File: src/rtl/de_pipe_reg_pkg.sv
// ============================================================================
// Module   : de_pipe_reg_pkg
// Brief    : Shared MDU opcode encodings and Tnew width for the D/E register.
// Revision : 1.0 - initial release
// ============================================================================
`default_nettype none

package de_pipe_reg_pkg;

    localparam int c_TW = 2;

    localparam logic [3:0] c_MD_NONE  = 4'd0;
    localparam logic [3:0] c_MD_MULT  = 4'd1;
    localparam logic [3:0] c_MD_MULTU = 4'd2;
    localparam logic [3:0] c_MD_DIV   = 4'd3;
    localparam logic [3:0] c_MD_DIVU  = 4'd4;
    localparam logic [3:0] c_MD_MFHI  = 4'd5;
    localparam logic [3:0] c_MD_MFLO  = 4'd6;
    localparam logic [3:0] c_MD_MTHI  = 4'd7;
    localparam logic [3:0] c_MD_MTLO  = 4'd8;
    localparam logic [3:0] c_MD_MSUB  = 4'd9;
    localparam logic [3:0] c_MD_MSUBU = 4'd10;

    // Any non-none code, including undefined ones, touches HI/LO.
    function automatic logic is_md(input logic [3:0] sel);
        return sel != c_MD_NONE;
    endfunction

endpackage

`default_nettype wire

File: src/rtl/de_stall_gen.sv
// ============================================================================
// Module   : de_stall_gen
// Brief    : Combinational D-stage stall and E-bubble selection.
// Revision : 1.0 - initial release
// ============================================================================
`default_nettype none

import de_pipe_reg_pkg::*;

module de_stall_gen (
    input  logic       data_stall,
    input  logic       md_stall,
    input  logic       flush,
    input  logic [3:0] d_md_sel,
    output logic       stall_d,
    output logic       bubble,
    output logic       stall_bubble
);

    logic w_d_is_md;

    assign w_d_is_md    = is_md(d_md_sel);
    assign stall_d      = data_stall | (md_stall & w_d_is_md);
    assign bubble       = flush | stall_d;
    // Flush outranks stall, so a coincident flush is not a stall bubble.
    assign stall_bubble = stall_d & ~flush;

endmodule

`default_nettype wire

File: src/rtl/de_pipe_reg.sv
// ============================================================================
// Module   : de_pipe_reg
// Brief    : D/E pipeline register with stall/bubble insertion.
//            Optional stall-bubble counter enabled by `BUBBLE_CNT_EN.
// Revision : 1.0 - initial release
// ============================================================================
`default_nettype none

import de_pipe_reg_pkg::*;

module de_pipe_reg #(
    parameter int DW = 32,
    parameter int AW = 5,
    parameter int TW = c_TW
) (
    input  logic          clk,
    input  logic          reset,
    input  logic [DW-1:0] d_pc,
    input  logic [31:0]   d_instr,
    input  logic [DW-1:0] d_rs_data,
    input  logic [DW-1:0] d_rt_data,
    input  logic [DW-1:0] d_imm,
    input  logic [AW-1:0] d_rs_addr,
    input  logic [AW-1:0] d_rt_addr,
    input  logic [AW-1:0] d_wa,
    input  logic [TW-1:0] d_tnew,
    input  logic [3:0]    d_md_sel,
    input  logic          data_stall,
    input  logic          md_stall,
    input  logic          flush,
    output logic          stall_d,
    output logic [DW-1:0] e_pc,
    output logic [31:0]   e_instr,
    output logic [DW-1:0] e_rs_data,
    output logic [DW-1:0] e_rt_data,
    output logic [DW-1:0] e_imm,
    output logic [AW-1:0] e_rs_addr,
    output logic [AW-1:0] e_rt_addr,
    output logic [AW-1:0] e_wa,
    output logic [TW-1:0] e_tnew,
    output logic [3:0]    e_md_sel,
    output logic          e_bubble
`ifdef BUBBLE_CNT_EN
    ,
    output logic [31:0]   bubble_cnt
`endif
);

    logic w_bubble;
    logic w_stall_bubble;

    de_stall_gen u_stall_gen (
        .data_stall   (data_stall),
        .md_stall     (md_stall),
        .flush        (flush),
        .d_md_sel     (d_md_sel),
        .stall_d      (stall_d),
        .bubble       (w_bubble),
        .stall_bubble (w_stall_bubble)
    );

    always_ff @(posedge clk) begin
        if (reset) begin
            e_pc      <= '0;
            e_instr   <= '0;
            e_rs_data <= '0;
            e_rt_data <= '0;
            e_imm     <= '0;
            e_rs_addr <= '0;
            e_rt_addr <= '0;
            e_wa      <= '0;
            e_tnew    <= '0;
            e_md_sel  <= c_MD_NONE;
            e_bubble  <= 1'b1;
        end else if (w_bubble) begin
            // PC rides along with the bubble so EPC stays meaningful.
            e_pc      <= d_pc;
            e_instr   <= '0;
            e_rs_data <= '0;
            e_rt_data <= '0;
            e_imm     <= '0;
            e_rs_addr <= '0;
            e_rt_addr <= '0;
            e_wa      <= '0;
            e_tnew    <= '0;
            e_md_sel  <= c_MD_NONE;
            e_bubble  <= 1'b1;
        end else begin
            e_pc      <= d_pc;
            e_instr   <= d_instr;
            e_rs_data <= d_rs_data;
            e_rt_data <= d_rt_data;
            e_imm     <= d_imm;
            e_rs_addr <= d_rs_addr;
            e_rt_addr <= d_rt_addr;
            e_wa      <= d_wa;
            e_tnew    <= d_tnew;
            e_md_sel  <= d_md_sel;
            e_bubble  <= 1'b0;
        end
    end

`ifdef BUBBLE_CNT_EN
    logic [31:0] r_bubble_cnt;

    always_ff @(posedge clk) begin
        if (reset) begin
            r_bubble_cnt <= '0;
        end else if (w_stall_bubble && (r_bubble_cnt != 32'hFFFF_FFFF)) begin
            r_bubble_cnt <= r_bubble_cnt + 32'd1;
        end
    end

    assign bubble_cnt = r_bubble_cnt;
`else
    logic w_unused;
    assign w_unused = w_stall_bubble;
`endif

endmodule

`default_nettype wire

File: config.mk
export PLATFORM = sky130hd
export DESIGN_NAME = de_pipe_reg
export DESIGN_NICKNAME = d
export VERILOG_FILES = /design/src/rtl/de_pipe_reg_pkg.sv /design/src/rtl/de_stall_gen.sv /design/src/rtl/de_pipe_reg.sv
export SDC_FILE = /design/constraint.sdc
export NUM_CORES = 1
export LEC_CHECK = 0
export BUFFER_PORTS_ARGS = -buffer_cell sky130_fd_sc_hd__buf_2
export CAP_MARGIN = 25
export CORE_AREA = 4 4 142 144
export CTS_CLUSTER_SIZE = 40
export DETAILED_ROUTE_END_ITERATION = 16
export DIE_AREA = 0 0 146 148
export PLACE_DENSITY_LB_ADDON = 0.3
export SYNTH_ARGS = -nofsm -noshare
export SYNTH_HDL_FRONTEND = slang
export SYNTH_HIERARCHICAL = 1
export SYNTH_SLANG_ARGS = --single-unit
File: constraint.sdc
create_clock -name clk -period 1.9 [get_ports clk]
set_clock_uncertainty 0.15 [all_clocks]
set_input_delay 0 -clock clk [delete_from_list [all_inputs] [get_ports clk]]
set_output_delay 0 -clock clk [all_outputs]
set_load 0.005 [all_outputs]
==> impl_metrics.tcl <==
set metrics [dict create \
    antenna_left 0 \
    status "finished clean" \
    antenna_cells 0 \
    dieArea_um2 21600 \
    routabilityCongestion 0.732 \
    min_period_over_period_pct 91.4 \
    ir_worst_vdd_uv 565 \
    drive_gt1_share_pct 52.7 \
    area_growth_pct 76.8 \
    ios 369 \
    setup_viol 0 \
    synth_area_per_cell_um2 14.4 \
    fmax_mhz 576 \
    placeableCoreArea_um2 18700 \
    h-tree-depth 4 \
    cts_tree "yes" \
    cts_root_buffer "clkbuf_16" \
    route.detailed.drc 0 \
    fp.dieW_um 146 \
    io_buffers 368 \
    synth_nets 592 \
    drt_iter0_drc 96 \
    fillers 1520 \
    grt_usage_pct 17.1 \
    netlist_instances 406 \
    avgRoutedWirePerCell_um 15.8 \
    drt_wl_total_um 19200 \
    required_ns 2.11 \
    overflow 0 \
    antenna_found_initial 1 \
    cts-buffers-inserted 17 \
    core.rowCount 50 \
    clock-sinks 182 \
    grt_pass1_vias 5472 \
    cts_buffer_depth 2 \
    hp-start "reset" \
    hpwl_um 12300 \
    startpoint "d_md_sel[1]" \
    path_max_fanout 90 \
    start_util_pct 31.3 \
    synth_area_um2 5860 \
    end_kind "flop" \
    post-route-util_pct 55.4 \
    layout.nets 1149 \
    critPathArrivalTime_ns 1.95 \
    power_density_nw_per_um2 814 \
    vias 5060 \
    drt-pass1-iter-count 4 \
    fin_setup_tns_ns 0 \
    rsz0062_at_grt "no" \
    tightest_slew_ns 0.581 \
    avgViaCountPerCell 4.18 \
    period_needed_ns 1.74 \
    cellLeakagePower_nw 4.78 \
    hold_violations 0 \
    final_max_slew_viol_count 0 \
    endpoint "e_rt_data[23]" \
    grt_max_degree 91 \
    hp-class "in2reg" \
    die_h_um 148 \
    post-cts-setup-buffers 0 \
    grt_pass1_wl_um 29400 \
    path_class "in2reg" \
    max_cap_violations 0 \
    cp-start-kind "input port" \
    max_slew_margin_pct 61.2 \
    clk_pin_slew_ns 0.07 \
    ys_warn_count 6 \
]
-- power breakdown --
part	internal [mW]	switching, mW	leakage, nW
Sequential	3.91	0.0225	1.48
Combinational	0.578	0.337	3.00
Clock	1.95	1.63	0.301
Total	6.44	1.99	4.78
-- layer usage --
metal | global-route usage, % | up-vias | share of wire [%]
li1 | - | 2464 | -
met1 | 18.3 | 2325 | 38
met2 | 31.0 | 244 | 51
met3 | 6.81 | 25 | 9.1
met4 | 5.46 | 2 | 1.9
met5 | 0 | - | 0.037
-- worst min path at each step --
stage	cells after the start	end	slack [ns]
after floorplan	2	stall_d	-0.08
after global placement	2	e_pc[26]	0.06
after detailed placement	2	e_pc[18]	0.06
after CTS	2	e_rt_data[30]	0.00007
after global routing	2	e_rt_data[15]	0.02
final	2	e_rt_data[15]	0.02
-- layout make-up --
type                       count  area [um2]  share of cell area (%)
multi-input combinational    186        1860                    18.0
timing repair buffer         575        3940                    38.1
inverter                       1        3.75                  0.0362
clock buffer                  19         453                    4.37
tap                          234         293                    2.83
clock inverter                13         160                    1.55
sequential                   182        3640                    35.2
-- flip-flops by register name, summed over array words and instances (netlist names) --
register	cells
e_wa	5
e_rt_addr	5
e_instr	32
e_imm	32
e_tnew	2
e_pc	32
e_md_sel	4
e_rs_data	32
e_rs_addr	5
e_rt_data	32
e_bubble	1
-- cell usage in the layout, fill, tap and decap left out, types with 2 or more instances in the layout --
cell,n
dlygate4sd3_1,195
clkinv_8,2
dfxtp_1,182
nor2b_1,32
clkbuf_8,3
clkinv_4,5
nor3b_1,49
clkbuf_16,17
inv_8,4
buf_12,4
buf_4,8
buf_2,367
nor3b_2,100
-- worst max-delay path: stages --
cell and delay, ns:
buf_2 0.12, o41ai_2 0.56, nand2_4 0.13, buf_12 0.27, nor3b_2 0.23, dlygate4sd3_1 0.56
-- what timing repair did --
item,in CTS,in global routing
resized for setup,0,0
endpoints found under the hold margin,181,0
hold buffers,195,0
-- through the flow --
step | total power [mW] | hold WS, ns | instances | setup WS, ns | instance area (um2)
floorplan | 4.32 | -0.0774 | 406 | 0.664 | 5860
global placement | 4.61 | 0.0578 | 983 | 0.242 | 7790
detailed placement | 4.61 | 0.0637 | 983 | 0.254 | 7790
CTS | 8.52 | 0.0000672 | 1210 | 0.230 | 10400
global route | 8.77 | 0.0162 | 1210 | 0.127 | 10400
finish | 8.43 | 0.0173 | 1210 | 0.163 | 10400
No activity file was read; power rests on OpenSTA's default activity.
